==> src/rtl/fp_pkg.sv <==
// Shared floating-point definitions: default field widths, word-width helper
// and a field view of a default-sized FP word.
package fp_pkg;

   localparam int FP_EXP_W_DEF  = 8;
   localparam int FP_MANT_W_DEF = 24;

   // Mantissa width includes the hidden bit, which takes the sign's slot.
   function automatic int fp_width(input int exp_w, input int mant_w);
      return exp_w + mant_w;
   endfunction

   typedef struct packed {
      logic                     sign;
      logic [FP_EXP_W_DEF-1:0]  exponent;
      logic [FP_MANT_W_DEF-2:0] fraction;
   } fp_word_t;

endpackage

==> src/rtl/fp_sync_fifo.sv <==
// Synchronous FIFO with occupancy count; head entry is visible on data_o
// whenever empty_o is low.
module fp_sync_fifo
   import fp_pkg::*;
#(
   parameter int WIDTH = 32,
   parameter int DEPTH = 4
) (
   input  logic                       clk_i,
   input  logic                       rst_i,
   input  logic                       push_i,
   input  logic [WIDTH-1:0]           data_i,
   input  logic                       pop_i,
   output logic [WIDTH-1:0]           data_o,
   output logic                       full_o,
   output logic                       empty_o,
   output logic [$clog2(DEPTH+1)-1:0] count_o
);

   localparam int PTR_W = $clog2(DEPTH);
   localparam int CNT_W = $clog2(DEPTH+1);

   logic [WIDTH-1:0] mem [DEPTH];
   logic [PTR_W-1:0] wr_ptr_q;
   logic [PTR_W-1:0] rd_ptr_q;
   logic [CNT_W-1:0] count_q;

   // Storage is not reset: only pointers and count define what is valid.
   always_ff @(posedge clk_i) begin
      if (push_i) begin
         mem[wr_ptr_q] <= data_i;
      end
   end

   always_ff @(posedge clk_i) begin
      if (rst_i) begin
         wr_ptr_q <= '0;
         rd_ptr_q <= '0;
         count_q  <= '0;
      end else begin
         if (push_i) begin
            wr_ptr_q <= wr_ptr_q + PTR_W'(1);
         end
         if (pop_i) begin
            rd_ptr_q <= rd_ptr_q + PTR_W'(1);
         end
         case ({push_i, pop_i})
            2'b10:   count_q <= count_q + CNT_W'(1);
            2'b01:   count_q <= count_q - CNT_W'(1);
            default: count_q <= count_q;
         endcase
      end
   end

   assign data_o  = mem[rd_ptr_q];
   assign empty_o = (count_q == '0);
   assign full_o  = (count_q == CNT_W'(DEPTH));
   assign count_o = count_q;

endmodule

==> src/rtl/fp_addsub_issue.sv <==
// Issue/return wrapper for an external fixed-latency fp_addsub: registers the
// operands, tracks results in flight and buffers them under credit flow control.
module fp_addsub_issue
   import fp_pkg::*;
#(
   parameter int EXPONENT_WIDTH = FP_EXP_W_DEF,
   parameter int MANTISSA_WIDTH = FP_MANT_W_DEF,
   parameter int ADDSUB_LATENCY = 3,
   parameter int FIFO_DEPTH     = 4,
   parameter int TAG_WIDTH      = 4
) (
   input  logic                                   clk_i,
   input  logic                                   rst_i,
   input  logic                                   req_valid_i,
   output logic                                   req_ready_o,
   input  logic                                   req_addsub_i,
   input  logic [EXPONENT_WIDTH+MANTISSA_WIDTH-1:0] req_a_i,
   input  logic [EXPONENT_WIDTH+MANTISSA_WIDTH-1:0] req_b_i,
   input  logic [TAG_WIDTH-1:0]                   req_tag_i,
   output logic                                   addsub_o,
   output logic [EXPONENT_WIDTH+MANTISSA_WIDTH-1:0] data_a_o,
   output logic [EXPONENT_WIDTH+MANTISSA_WIDTH-1:0] data_b_o,
   input  logic [EXPONENT_WIDTH+MANTISSA_WIDTH-1:0] result_i,
   output logic                                   rsp_valid_o,
   input  logic                                   rsp_ready_i,
   output logic [EXPONENT_WIDTH+MANTISSA_WIDTH-1:0] rsp_result_o,
   output logic [TAG_WIDTH-1:0]                   rsp_tag_o,
   output logic                                   busy_o
);

   localparam int W     = fp_width(EXPONENT_WIDTH, MANTISSA_WIDTH);
   localparam int CNT_W = $clog2(FIFO_DEPTH+1);

   // Handshakes: a transfer happens on a rising edge where valid and ready are
   // both high; ready never depends combinationally on the partner's valid.
   logic                 accept;
   logic                 push;
   logic                 pop;
   logic                 issue_valid_q;
   logic [TAG_WIDTH-1:0] issue_tag_q;
   logic                 trk_valid_q [ADDSUB_LATENCY];
   logic [TAG_WIDTH-1:0] trk_tag_q   [ADDSUB_LATENCY];
   logic [CNT_W-1:0]     inflight_q;
   logic [CNT_W-1:0]     fifo_count;
   logic [CNT_W:0]       used_credits;
   logic                 fifo_full;
   logic                 fifo_empty;
   logic [TAG_WIDTH+W-1:0] fifo_rdata;

   assign accept = req_valid_i && req_ready_o;
   assign push   = trk_valid_q[ADDSUB_LATENCY-1];
   assign pop    = rsp_valid_o && rsp_ready_i;

   always_ff @(posedge clk_i) begin
      if (rst_i) begin
         addsub_o      <= 1'b0;
         data_a_o      <= '0;
         data_b_o      <= '0;
         issue_valid_q <= 1'b0;
         issue_tag_q   <= '0;
      end else begin
         issue_valid_q <= accept;
         if (accept) begin
            addsub_o    <= req_addsub_i;
            data_a_o    <= req_a_i;
            data_b_o    <= req_b_i;
            issue_tag_q <= req_tag_i;
         end
      end
   end

   // The operand register is the first latency step, so these stages mark
   // result_i valid exactly ADDSUB_LATENCY edges after the accept.
   always_ff @(posedge clk_i) begin
      if (rst_i) begin
         for (int i = 0; i < ADDSUB_LATENCY; i++) begin
            trk_valid_q[i] <= 1'b0;
         end
      end else begin
         trk_valid_q[0] <= issue_valid_q;
         for (int i = 1; i < ADDSUB_LATENCY; i++) begin
            trk_valid_q[i] <= trk_valid_q[i-1];
         end
      end
   end

   always_ff @(posedge clk_i) begin
      trk_tag_q[0] <= issue_tag_q;
      for (int i = 1; i < ADDSUB_LATENCY; i++) begin
         trk_tag_q[i] <= trk_tag_q[i-1];
      end
   end

   always_ff @(posedge clk_i) begin
      if (rst_i) begin
         inflight_q <= '0;
      end else begin
         case ({accept, push})
            2'b10:   inflight_q <= inflight_q + CNT_W'(1);
            2'b01:   inflight_q <= inflight_q - CNT_W'(1);
            default: inflight_q <= inflight_q;
         endcase
      end
   end

   // Every accepted op holds a FIFO slot from issue until it is popped.
   assign used_credits = {1'b0, inflight_q} + {1'b0, fifo_count};
   assign req_ready_o  = (used_credits < (CNT_W+1)'(FIFO_DEPTH));

   fp_sync_fifo #(
      .WIDTH (TAG_WIDTH + W),
      .DEPTH (FIFO_DEPTH)
   ) u_fifo (
      .clk_i   (clk_i),
      .rst_i   (rst_i),
      .push_i  (push),
      .data_i  ({trk_tag_q[ADDSUB_LATENCY-1], result_i}),
      .pop_i   (pop),
      .data_o  (fifo_rdata),
      .full_o  (fifo_full),
      .empty_o (fifo_empty),
      .count_o (fifo_count)
   );

   assign rsp_valid_o  = !fifo_empty;
   assign rsp_result_o = fifo_rdata[W-1:0];
   assign rsp_tag_o    = fifo_rdata[TAG_WIDTH+W-1:W];
   assign busy_o       = (inflight_q != '0) || (fifo_count != '0);

   no_push_when_full : assert property (@(posedge clk_i) disable iff (rst_i)
      !(push && fifo_full && !pop));

endmodule

==> config.mk <==
export PLATFORM = sky130hd
export DESIGN_NAME = fp_addsub_issue
export DESIGN_NICKNAME = d
export VERILOG_FILES = /design/src/rtl/fp_pkg.sv /design/src/rtl/fp_sync_fifo.sv /design/src/rtl/fp_addsub_issue.sv
export SDC_FILE = /design/constraint.sdc
export NUM_CORES = 1
export LEC_CHECK = 0
export BUFFER_PORTS_ARGS = -buffer_cell sky130_fd_sc_hd__buf_2
export CAP_MARGIN = 20
export CORE_MARGIN = 4
export CORE_UTILIZATION = 30
export DETAILED_ROUTE_END_ITERATION = 12
export PLACE_DENSITY = 0.6
export SYNTH_ARGS = -nofsm -noshare
export SYNTH_HDL_FRONTEND = slang
export SYNTH_SLANG_ARGS = --single-unit
==> constraint.sdc <==
create_clock -name clk_i -period 3.9 [get_ports clk_i]
set_input_delay 0.39 -clock clk_i [delete_from_list [all_inputs] [get_ports clk_i]]
set_output_delay 0.39 -clock clk_i [all_outputs]
set_load 0.01 [all_outputs]
==> metrics.md, run 1 <==
| Metric | Value |
|---|---|
| H-tree Lvls | 1 |
| Commonest non-fill, non-tap cell in the layout | buf_2 |
| WL met2 | 8020 um |
| Synth warn | 0 |
| Ys async rst share | 0 |
| Final HPWL DP | 12200 um |
| Worst-Margin Slew | 1.05 ns |
| Fin nets | 903 |
| Share of cells above drive strength 1 | 0.374 |
| Max Root-Sink Buffers | 3 |
| Via density | about 4.3 |
| Row count | 64 |
| Antenna violations before repair | 3 |
| Port Buffers | about 210 |
| CP max FO | 20 |
| Clock Sinks | 241 |
| Clock network fraction of total power | 0.445 |
| CTS tree | yes |
| CP endpoint kind | primary output |
| Fin. max-slew vios | 0 |
| Fin Setup TNS | 0 ns |
| Net Count, Synth | 695 |
| Dpl ws | 1.30 ns |
| Syn Area/Cell | 16.0 um^2 |
| Synth Instances | 580 |
| Max_cap viols | 0 |
| WHS | between 0.08 and 0.09 ns |
| NetSw | 1.29 mW |
| Tmin final | approximately 2.8 ns |
| Global-route wire length before repair | 30300 um |
| Max Freq | 0.352 GHz |
| Yosys top cell area share | 0.466 |
| Initial core utilization | 0.304 |
| Req. time, crit path | 3.51 ns |
| Post-synth EDFFs | 144 |
| Dominant cell type by area after synthesis | edfxtp_1 |
| Die ar. | 33800 um^2 |
| Clock Latency Late Sink | 0.52 ns |
| Cell area after synthesis | between 9000 and 10000 um^2 |
| Clock transition at path regs | ~0.06 ns |
| Fillcell total | 2905 |
| Drt first-iter violations | 239 |
| Cell Chain, Critical Path | buf_4, mux4_2, buf_2 |
| Net Sw Frac | 0.222 |
| Final Util | 0.379 |
| Multi-input logic area | ~2800 um^2 |
| Cell internal pwr | 4.52 mW |
| Dominant synthesized flop cell | edfxtp_1 |
| Rel. slew slack | 0.298 |
| Die Wd | about 180 um |
| Vias in the first global route | 5476 |
| Crit path largest cell delay | 0.82 ns |
| Met3 routed WL | 2280 um |
| DR top layer | met5 |
| I/O pin count | around 210 |
| Ranking of synthesized cells by area | edfxtp_1 47%, dfxtp_1 21%, nand2b_1 9.3% |
| Synthesized flop and latch total | approximately 240 |
| Final wirelength | 19100 um |
| Final WS setup | approximately 1.1 ns |
| Worst Hold Launch | result_i[1] |
| Clock buffer count from CTS | 27 |
| Synth unique cells | 27 |
| Outcome | finished clean |
| Final setup fails | 0 |
| Worst setup SP type | register |
| Worst setup path class | register to primary output |
| Post-synthesis sequential area ratio | 0.676 |
| Most frequent cells in the layout | 208 x buf_2, 144 x edfxtp_1, 138 x nand2b_1 |
| GPL Wtd Cong | 0.723 |
| Pleak | about 4.5 nW |
| Die Y | between 150 and 200 um |
| Remaining global-route overflow | 0 |
| Hold Path Class | primary input to register |
| Antenna viol nets, final | 0 |
| Final period utilization | 0.729 |
| Sequential power share | 0.485 |
| CTS Hold Bufs | 0 |
| Remaining DRCs | 0 |
| Via count | 5184 |
| Largest net degree at the start of global routing | 87 |
| Comb pwr share | 0.070 |
| Maximum VDD drop | 0.257 mV |
| Endpoints failing hold | 0 |
| Clock root cell | clkbuf_16 |
| DR WL/cell | 15.8 um |
| First-pass iteration count of the detailed router | 4 |
| Max Clock Skew | just under 0.009 ns |
| Setup Fix Bufs, Post-CTS | 0 |
| Resize count post-CTS | 0 |
| Reg area | 6270 um^2 |
| Signal arrival time at the worst endpoint | 2.45 ns |
| Total GRT Usage | 0.111 |
| Pwr per Cell Area | 502 nW/um^2 |
| Area growth from synthesis to layout | 24.8% |
| R2r startpoint | u_fifo.count_o[2]$_SDFFE_PP0P_ |
| DRT met1 WL | approximately 8400 um |
| RSZ-0062 raised after global routing | no |
| Core Region | 30500 um^2 |
| Slowest CP cell | dfxtp_2 |
[per-stage QoR]
| step | cells | total power, mW | area (um^2) |
|---|---|---|---|
| final | 1205 | 5.81 | 11600 |
| after global routing | 1204 | 6.08 | 11600 |
| after CTS | 1204 | 5.91 | 11600 |
| after detailed placement | 1155 | 3.29 | 10700 |
| after global placement | 1155 | 3.29 | 10700 |
| after floorplan | 580 | 3.12 | 9270 |
[area by class of cell]
cell class	instances	share of cell area
Sequential cell	241	0.542
Multi-Input combinational cell	296	0.239
Timing Repair Buffer	212	0.0936
Clock buffer	28	0.0587
Tap cell	396	0.0428
Clock inverter	21	0.0203
Inverter	10	0.00324
Antenna cell	1	0.000216
[kinds of logic after synthesis]
| logic type | Yosys count | synth area share |
|---|---|---|
| buffers and inverters | 43 | 0.0264 |
| adders and majority gates | 10 | 0.0151 |
| AOI/OAI and AO/OA | 8 | 0.00513 |
| and+or+nand+nor | 165 | 0.108 |
| muxes | 106 | 0.163 |
| DFF | 241 | 0.676 |
| xor gates and xnor gates | 7 | 0.00661 |
[power groups by stage]
stage | Sequential, mW | Clock, mW | Combinational, mW
global placement | 2.87 | 0 | 0.411
detailed placement | 2.87 | 0 | 0.417
floorplan | 2.89 | 0 | 0.229
global route | 2.83 | 2.80 | 0.454
finish | 2.82 | 2.58 | 0.406
CTS | 2.82 | 2.67 | 0.417
[path summary, 6_finish.rpt]
path / to / slack [ns] / cells past startpoint
max: rsp_result_o[19] / 1.06 / 3
min: u_fifo.mem[1][1]$_DFFE_PP_ / 0.08 / 1
max reg2reg: inflight_q[2]$_SDFFE_PP0P_ / 1.30 / 10
min reg2reg: trk_tag_q[0][9]$_DFF_P_ / 0.33 / 0
[per-layer routing]
metal / GRT usage / up-vias
met2: 0.168 / 199
li1: - / 2500
met4: 0.0287 / 4
met1: 0.147 / 2449
met5: 0 / -
met3: 0.0497 / 32
[cells in the mapped netlist, types with 3 or more instances]
| library cell | instances |
|---|---|
| edfxtp_1 | 144 |
| mux2i_1 | 70 |
| and2_1 | 5 |
| xor2_1 | 5 |
| clkbuf_1 | 14 |
| nor2b_1 | 3 |
| a21oi_1 | 4 |
| dfxtp_1 | 97 |
| nor2_1 | 12 |
| buf_4 | 4 |
| or3_1 | 3 |
| mux4_2 | 36 |
| ha_1 | 8 |
| buf_6 | 8 |
| buf_2 | 7 |
| nand2b_1 | 138 |
| inv_1 | 9 |
[critical path, delay by kind of cell (launching register included)]
| family | cells | cell delay, ns |
|---|---|---|
| flops | 1 | 0.82 |
| mux | 1 | 0.54 |
| buf+inv | 2 | 0.55 |
[sequential cells by signal (all words and copies together), names as in the netlist, 3 cells and up, named ones only]
name / flops
trk_tag_q: 12
data_a_o: 32
data_b_o: 32
trk_valid_q: 3
u_fifo.mem: 144
inflight_q: 3
issue_tag_q: 4
u_fifo.count_o: 3
Power figures use the tool's default switching activity.
==> run 2: changes to the inputs <==
--- a/config.mk
+++ b/config.mk
@@ -5,6 +5,7 @@
 export SDC_FILE = /design/constraint.sdc
 export NUM_CORES = 1
 export LEC_CHECK = 0
+export ABC_AREA = 1
 export BUFFER_PORTS_ARGS = -buffer_cell sky130_fd_sc_hd__buf_2
 export CAP_MARGIN = 20
 export CORE_MARGIN = 4
==> constraint.sdc (replaced) <==
create_clock -name clk_i -period 2.65 [get_ports clk_i]
set_input_delay 0.265 -clock clk_i [delete_from_list [all_inputs] [get_ports clk_i]]
set_output_delay 0.265 -clock clk_i [all_outputs]
set_load 0.01 [all_outputs]
==> run 2 against run 1 <==
Net effect:
- cell count rose by 34%
- first-iteration DRC count rose by 11%
- non-clock buffer count rose by 108
- combinational power rose to 4.3 times the previous value
- synthesized cell count rose by 56%
- flip-flop and latch count did not move
- design area rose by 7.5%
- critical endpoint is now rsp_result_o[8]
- largest power group unchanged
- sequential share of layout area fell by 3.8 points
==> metrics.md, run 2 <==
| Metric | Value |
|---|---|
| Outcome | finished clean |
| Worst setup SP type | register |
| Hold Path Class | primary input to register |
| Max reg flops | 144 (unchanged) |
| Most frequent cells in the layout | 220 x nor2_1, 208 x buf_2, 153 x nand2_1 |
| Endpoints failing hold | 0 (unchanged) |
| CP endpoint kind | primary output |
| Pwr per Cell Area | 769 nW/um^2 (+53%) |
| Fin cells | 1616 (+34%) |
| Clock network fraction of total power | 0.367 (-0.078) |
| Worst-Margin Slew | 0.678 ns (-0.376 ns) |
| Max Clock Skew | 0.0102 ns (+0.00144 ns) |
| Antenna violations before repair | 1 (-2) |
| CTS tree | yes |
| Synth top cells by count | 220 x nor2_1, 153 x nand2_1, 144 x edfxtp_1 |
| I/O pin count | 209 (unchanged) |
| Max_cap viols | 0 (unchanged) |
| Largest family of logic cells by synthesized area | simple AND/OR/NAND/NOR gates |
| Remaining DRCs | 0 (unchanged) |
| Simple-gate area share of the yosys netlist | 0.161 (+0.0533) |
| Clock transition at path regs | 0.06 ns (about the same) |
| Die Wd | 183 um (-0.63%) |
| Req. time, crit path | 2.38 ns (-1.13 ns) |
| Total design power | 9.57 mW (+65%) |
| Clock Latency Late Sink | 0.53 ns (about the same) |
| Fin nets | 1321 (+46%) |
| Antenna viol nets, final | 0 (unchanged) |
| Synth Instances | 902 (+56%) |
| Post-synthesis sequential area ratio | 0.685 (+0.00896) |
| Fin. max-slew vios | 0 (unchanged) |
| Cell internal pwr | 6.93 mW (+53%) |
| Net Count, Synth | 1017 (+46%) |
| Largest register by flop count | u_fifo.mem |
| Signal arrival time at the worst endpoint | 1.83 ns (-0.62 ns) |
| Mux share of post-synthesis cell area | 0 (-0.163) |
| Dominant synthesized flop cell | edfxtp_1 |
| RSZ-0062 raised after global routing | no |
| Comb pwr share | 0.183 (+0.113) |
| Final period utilization | 0.792 |
| Final setup fails | 0 (unchanged) |
| Cell area after synthesis | 9150 um^2 (-1.3%) |
| Rel. slew slack | 0.548 (+0.250) |
| Vias in the first global route | 6933 (+27%) |
| Synth unique cells | 23 (-15%) |
| Ys async rst share | 0 (unchanged) |
| Area growth from synthesis to layout | 36.0% |
| Complex-gate fraction of the synthesized area | 0.0716 (+0.0665) |
| Clock Sinks | 241 (unchanged) |
| Max Freq | 0.477 GHz |
| Adder-cell share of the synthesized area | 0.0153 (+0.000200) |
| Worst setup path class | register to primary output |
| Fin Setup TNS | 0 ns (unchanged) |
| Synthesized flop and latch total | 241 (unchanged) |
| Via count | 7064 (+36%) |
| Net Sw Frac | 0.275 (+0.0531) |
| Resize count post-CTS | 0 (unchanged) |
| Synth Area in XOR/XNOR | 0 (-0.00661) |
| Synth warn | 0 (unchanged) |
| Most frequent cell after synthesis | nor2_1 |
| Hold EP | data_b_o[15]$_SDFFE_PP0P_ |
| Final HPWL DP | 13700 um (+13%) |
| Reg-to-Reg End | inflight_q[2]$_SDFFE_PP0P_ |
| NetSw | 2.63 mW (+100%) |
| Maximum VDD drop | 0.549 mV (+110%) |
| Port Buffers | 208 (unchanged) |
| Post-synth EDFFs | 144 (unchanged) |
| Initial core utilization | 0.306 (+0.00239) |
| Die ar. | 33400 um^2 (-1.3%) |
| Tmin final | 2.10 ns |
| Reg-to-reg slack, setup | 0.62 ns (-0.68 ns) |
| Total GRT Usage | 0.135 (+0.0236) |
| Worst Hold Launch | req_b_i[15] |
| Row count | 63 (-1.6%) |
| Ranking of synthesized cells by area | edfxtp_1 47%, dfxtp_1 21%, nor2_1 9.0% |
| H-tree Lvls | 1 (unchanged) |
| Final wirelength | 23100 um (+21%) |
| Final Util | 0.416 (+0.0371) |
| Die Y | 183 um (-0.63%) |
| Commonest non-fill, non-tap cell in the layout | nor2_1 |
| Share of cells above drive strength 1 | 0.219 (-0.155) |
| Yosys top cell area share | 0.473 (+0.00618) |
| Clock buffer count from CTS | 27 (unchanged) |
| R2r startpoint | inflight_q[1]$_SDFFE_PP0P_ |
| Max Root-Sink Buffers | 3 (unchanged) |
| Diodes inserted | 0 (-1) |
| Syn Area/Cell | 10.1 um^2 (-37%) |
| CP max FO | 36 (+80%) |
| Global-route wire length before repair | 36500 um (+21%) |
| Core Region | 29900 um^2 (-2.1%) |
| Clock root cell | clkbuf_16 |
| Remaining global-route overflow | 0 (unchanged) |
| Cell depth of the worst hold path | 3 (+2) |
| Largest net degree at the start of global routing | 140 (+61%) |
| First-pass iteration count of the detailed router | 4 (unchanged) |
| DR WL/cell | 14.3 um (-9.5%) |
| Dpl cells | 1466 (+27%) |
| GPL Wtd Cong | 0.739 (+2.2%) |
| Biggest regs | u_fifo.mem x144, data_a_o x32, data_b_o x32 |
| Via density | 4.37 (+1.6%) |
| Drt first-iter violations | 265 (+11%) |
| Pleak | 5.34 nW (+19%) |
| Sequential power share | 0.450 (-0.035) |
| Dominant cell type by area after synthesis | edfxtp_1 |
| Cells on worst reg2reg path | 11 (+1) |
[run 2: changes by cell type after synthesis, sizes merged, moves of 5 or more]
cell | before | now
and2 | 5 | 0
buf | 19 | 30
inv | 10 | 98
mux2i | 70 | 0
mux4 | 36 | 0
nand2 | 0 | 153
nand2b | 138 | 0
nor2 | 12 | 220
o21ai | 2 | 79
o22ai | 0 | 36
xor2 | 5 | 0
[run 2: worst max path at each step]
stage,start,to,slack [ns],cells after the start
after floorplan,inflight_q[1]$_SDFFE_PP0P_,inflight_q[2]$_SDFFE_PP0P_,0.45,13
after global placement,inflight_q[1]$_SDFFE_PP0P_,inflight_q[2]$_SDFFE_PP0P_,0.64,11
after detailed placement,inflight_q[1]$_SDFFE_PP0P_,inflight_q[2]$_SDFFE_PP0P_,0.62,11
after CTS,register,rsp_result_o[8],0.51,4
after global routing,register,rsp_tag_o[3],0.43,4
final,register,rsp_result_o[8],0.55,4
[run 2: layout make-up]
class                      count  area, um^2
fill                        2819       17400
sequential                   241        6270
multi-input combinational    517        2280
timing repair buffer         320        2200
clock buffer                  33         698
tap                          390         488
inverter                      99         372
clock inverter                16         140
[run 2: cells by family after synthesis]
| family | Yosys count |
|---|---|
| DFF | 241 |
| adders and majority gates | 10 |
| AOI/OAI and AO/OA | 122 |
| and+or+nand+nor | 385 |
| buffers and inverters | 144 |
[run 2: power groups by stage]
stage | Clock [mW] | Sequential (mW) | Combinational [mW]
after detailed placement | 0 | 4.38 | 1.64
after global placement | 0 | 4.38 | 1.62
after CTS | 3.63 | 4.31 | 1.76
after global routing | 3.80 | 4.33 | 1.98
final | 3.51 | 4.31 | 1.75
after floorplan | 0 | 4.43 | 0.947
[run 2: repair_timing]
item                                    4_1_cts  5_1_grt
buffers inserted                              0        0
hold endpoints to repair                    199        1
endpoints found under the setup margin        0        0
hold buffers                                100        1
[run 2: critical path, cell delays in order (launching register included)]
cell     delay, ns
dfxtp_1       0.33
buf_4         0.40
o21ai_0       0.15
o22ai_1       0.24
buf_2         0.18
[run 2: metrics by stage]
| step | setup WS [ns] | hold slack (ns) | instance area (um^2) |
|---|---|---|---|
| after global routing | 0.428 | 0.0447 | 12400 |
| after CTS | 0.511 | 0.00186 | 12400 |
| after global placement | 0.642 | 0.312 | 10600 |
| after detailed placement | 0.624 | 0.312 | 10600 |
| after floorplan | 0.446 | 0.310 | 9150 |
| final | 0.552 | 0.0315 | 12400 |
[run 2: metal layers]
| metal | track usage | up-vias | wire length, um |
|---|---|---|---|
| met4 | 0.0324 | 2 | 442 |
| met1 | 0.161 | 3263 | 9590 |
| met5 | 0 | - | 12 |
| met3 | 0.0486 | 28 | 2330 |
| met2 | 0.231 | 242 | 10800 |
| li1 | - | 3529 | - |
==> run 3: changes to the inputs <==
--- a/config.mk
+++ b/config.mk
@@ -5,13 +5,13 @@
 export SDC_FILE = /design/constraint.sdc
 export NUM_CORES = 1
 export LEC_CHECK = 0
-export ABC_AREA = 1
+export ABC_AREA = 0
 export BUFFER_PORTS_ARGS = -buffer_cell sky130_fd_sc_hd__buf_2
 export CAP_MARGIN = 20
 export CORE_MARGIN = 4
 export CORE_UTILIZATION = 30
 export DETAILED_ROUTE_END_ITERATION = 12
-export PLACE_DENSITY = 0.6
+export PLACE_DENSITY = 0.62
 export SYNTH_ARGS = -nofsm -noshare
 export SYNTH_HDL_FRONTEND = slang
 export SYNTH_SLANG_ARGS = --single-unit
==> constraint.sdc (replaced) <==
create_clock -name clk_i -period 1.7 [get_ports clk_i]
set_input_delay 0.17 -clock clk_i [delete_from_list [all_inputs] [get_ports clk_i]]
set_output_delay 0.17 -clock clk_i [all_outputs]
set_load 0.01 [all_outputs]
==> run 3 against run 2 <==
Net effect:
- the flow now finishes with violations (negative setup slack)
- design area up 8.6%
- combinational power shrank 20%
- flip-flop and latch count unchanged
- register-to-register slack worse by 1.0 ns
- sequential power increased by 50%
- utilization grew 2.6 points
- sequential share of layout area shrank 3.9 points
- clock power up 74%
- die area is 1.3% higher
- clock skew is 0.0029 ns higher
- first-iteration DRC count fell by 30%
- critical endpoint is now inflight_q[2]$_SDFFE_PP0P_
- largest cell class unchanged
- highest routed layer is now met4
==> metrics.md, run 3 (synthesis results as in run 1) <==
| Metric | Value |
|---|---|
| Commonest non-fill, non-tap cell in the layout | buf_2 |
| Failing checks | negative setup slack |
| Remaining DRCs | 0 (unchanged) |
| Largest register by flop count | u_fifo.mem |
| GPL Wtd Cong | 0.723 (-2.1%) |
| Final Util | 0.443 (+0.0264) |
| Most frequent cells in the layout | 176 x buf_2, 144 x edfxtp_1, 138 x nand2b_1 |
| Dpl cells | 1178 (-20%) |
| Slowest CP cell | dfxtp_4 |
| Cell family with most CP delay | adder cells |
| CP max FO | 2 (-94%) |
| H-tree Lvls | 1 (unchanged) |
| Biggest regs | u_fifo.mem x144, data_a_o x32, data_b_o x32 |
| Max_cap viols | 0 (unchanged) |
| I/O pin count | 209 (unchanged) |
| Clock Sinks | 241 (unchanged) |
| Share of cells above drive strength 1 | 0.377 (+0.159) |
| Antenna violations before repair | 0 (-1) |
| Global-route wire length before repair | 33000 um (-9.6%) |
| Clock root cell | clkbuf_16 |
| Largest net degree at the start of global routing | 70 (-50%) |
| Maximum VDD drop | 0.740 mV (+35%) |
| Fillcell total | 2685 (-4.8%) |
| Final HPWL DP | 12400 um (-9.9%) |
| Hold Path Class | primary input to register |
| Fin. max-slew vios | 0 (unchanged) |
| Req. time, crit path | 2.15 ns (-0.23 ns) |
| Via density | 4.32 (-1.1%) |
| R2r startpoint | u_fifo.count_o[1]$_SDFFE_PP0P_ |
| Reg-to-Reg End | inflight_q[2]$_SDFFE_PP0P_ |
| Fin nets | 1046 (-21%) |
| Cell Chain, Critical Path | ha_4, nand3_2, and3_4, inv_4, ha_4, inv_2, fa_2, xor2_1, or3_1, a21oi_2 |
| CTS tree | yes |
| Outcome | finished with violations |
| Via count | 5823 (-18%) |
| Worst setup path class | register to register |
| Vias in the first global route | 6254 (-9.8%) |
| Clock buffer count from CTS | 27 (unchanged) |
| Cell depth of the worst hold path | 4 (+1) |
| Area growth from synthesis to layout | 45.7% |
| Clock Latency Late Sink | 0.52 ns (about the same) |
| Endpoints failing hold | 0 (unchanged) |
| DR WL/cell | 15.8 um (+10%) |
| Signal arrival time at the worst endpoint | 2.54 ns (+0.71 ns) |
| Final period utilization | 1.23 |
| Crit path largest cell delay | 0.36 ns (-0.04 ns) |
| WP buf/inv | 2 (unchanged) |
| Remaining global-route overflow | 0 (unchanged) |
| Final wirelength | 21300 um (-8.0%) |
| Pwr per Cell Area | 1030 nW/um^2 (+34%) |
| Die Y | 184 um (+0.63%) |
| Port Buffers | 208 (unchanged) |
| Max Clock Skew | 0.0131 ns (+0.00287 ns) |
| Die Wd | 184 um (+0.63%) |
| CP endpoint kind | register |
| Pleak | 5.29 nW (-0.94%) |
| Worst setup SP type | register |
| Final WS setup | -0.383 ns (-0.935 ns) |
| Final setup fails | 42 (+42) |
| Diodes inserted | 0 (unchanged) |
| RSZ-0062 raised after global routing | yes |
| Clock transition at path regs | 0.06 ns (about the same) |
| Tmin final | about 2.1 ns |
| Max Freq | 0.480 GHz |
| Initial core utilization | 0.304 (-0.00239) |
| Rel. slew slack | 0.706 (+0.158) |
| Core Region | 30500 um^2 (+2.1%) |
| Max Root-Sink Buffers | 3 (unchanged) |
| Row count | 64 (+1.6%) |
| Most used cell along the critical path | ha_4 |
| Cells on worst reg2reg path | 10 (-1) |
| Total GRT Usage | 0.120 (-0.0141) |
| Die ar. | 33800 um^2 (+1.3%) |
| Max reg flops | 144 (unchanged) |
| Fin cells | 1347 (-17%) |
| First-pass iteration count of the detailed router | 4 (unchanged) |
| Worst Hold Launch | rsp_ready_i |
| Reg-to-reg slack, setup | -0.38 ns (-1.00 ns) |
| Worst-Margin Slew | 0.436 ns (-0.242 ns) |
| Drt first-iter violations | 185 (-30%) |
| Antenna viol nets, final | 0 (unchanged) |
[run 3: changes by cell type in the layout (fill, tap and decap cells not counted), moves of 36 or more]
cell      delta
o22ai_1     -36
mux2i_1     +70
mux4_2      +36
nand2_1    -153
nor2_1     -210
buf_6       +40
nand2b_1   +138
inv_1       -86
o21ai_0     -58
[run 3: worst max path at each step]
stage                                               from                    endpoint  slack, ns  cells after the start
after floorplan           u_fifo.count_o[1]$_SDFFE_PP0P_  inflight_q[2]$_SDFFE_PP0P_      -0.53                     12
after global placement    u_fifo.count_o[1]$_SDFFE_PP0P_  inflight_q[2]$_SDFFE_PP0P_      -0.29                     10
after detailed placement  u_fifo.count_o[1]$_SDFFE_PP0P_  inflight_q[2]$_SDFFE_PP0P_      -0.32                     10
after CTS                 u_fifo.count_o[0]$_SDFFE_PP0P_                      busy_o      -0.42                      4
after global routing      u_fifo.count_o[1]$_SDFFE_PP0P_  inflight_q[2]$_SDFFE_PP0P_      -0.47                     10
final                     u_fifo.count_o[1]$_SDFFE_PP0P_  inflight_q[2]$_SDFFE_PP0P_      -0.38                     10
[run 3: cell type report]
type,instances,area (um^2),share of cell area
Inverter,10,40.0,0.00296
Timing Repair Buffer,355,2900,0.215
Tap cell,396,495,0.0367
Sequential cell,241,6280,0.465
Clock inverter,15,233,0.0172
Multi-Input combinational cell,296,2850,0.211
Clock buffer,34,702,0.0520
[run 3: tightest hold or removal path: stages]
cell,delay (ns)
buf_2,0.10
o311ai_0,0.13
xor2_1,0.08
nor2_1,0.10
[run 3: repair_timing]
| item | 4_1_cts | 5_1_grt |
|---|---|---|
| pin swaps | 9 | 7 |
| resized for setup | 41 | 28 |
| endpoints found under the hold margin | 197 | 0 |
| buffers inserted | 10 | 4 |
| endpoints found under the setup margin | 113 | 114 |
| cloned | 3 | 5 |
| hold buffers | 101 | 0 |
[run 3: stage by stage]
stage	setup TNS [ns]	hold WS, ns	setup slack [ns]	power, mW	instance area, um^2
final	-11.04	0.103	-0.383	13.9	13500
after global routing	-14.70	0.113	-0.466	14.6	13500
after global placement	-2.86	0.312	-0.287	7.60	11000
after floorplan	-1.05	0.269	-0.533	7.16	9360
after detailed placement	-3.84	0.312	-0.316	7.62	11000
after CTS	-14.39	0.0699	-0.421	14.1	13300
[run 3: power breakdown]
| group | total, mW | leakage (nW) | switching (mW) | internal [mW] |
|---|---|---|---|---|
| Sequential | 6.46 | 2.10 | 0.0956 | 6.36 |
| Clock | 6.09 | 0.450 | 2.26 | 3.83 |
| Combinational | 1.40 | 2.74 | 0.588 | 0.809 |
[run 3: per-layer routing]
metal | wire length, um | share of wire | global-route usage | up-vias
met5 | 0 | 0 | 0 | -
li1 | - | - | - | 2789
met2 | 10400 | 0.49 | 0.203 | 208
met4 | 374 | 0.018 | 0.0287 | 0
met1 | 8780 | 0.41 | 0.153 | 2799
met3 | 1720 | 0.081 | 0.0376 | 27
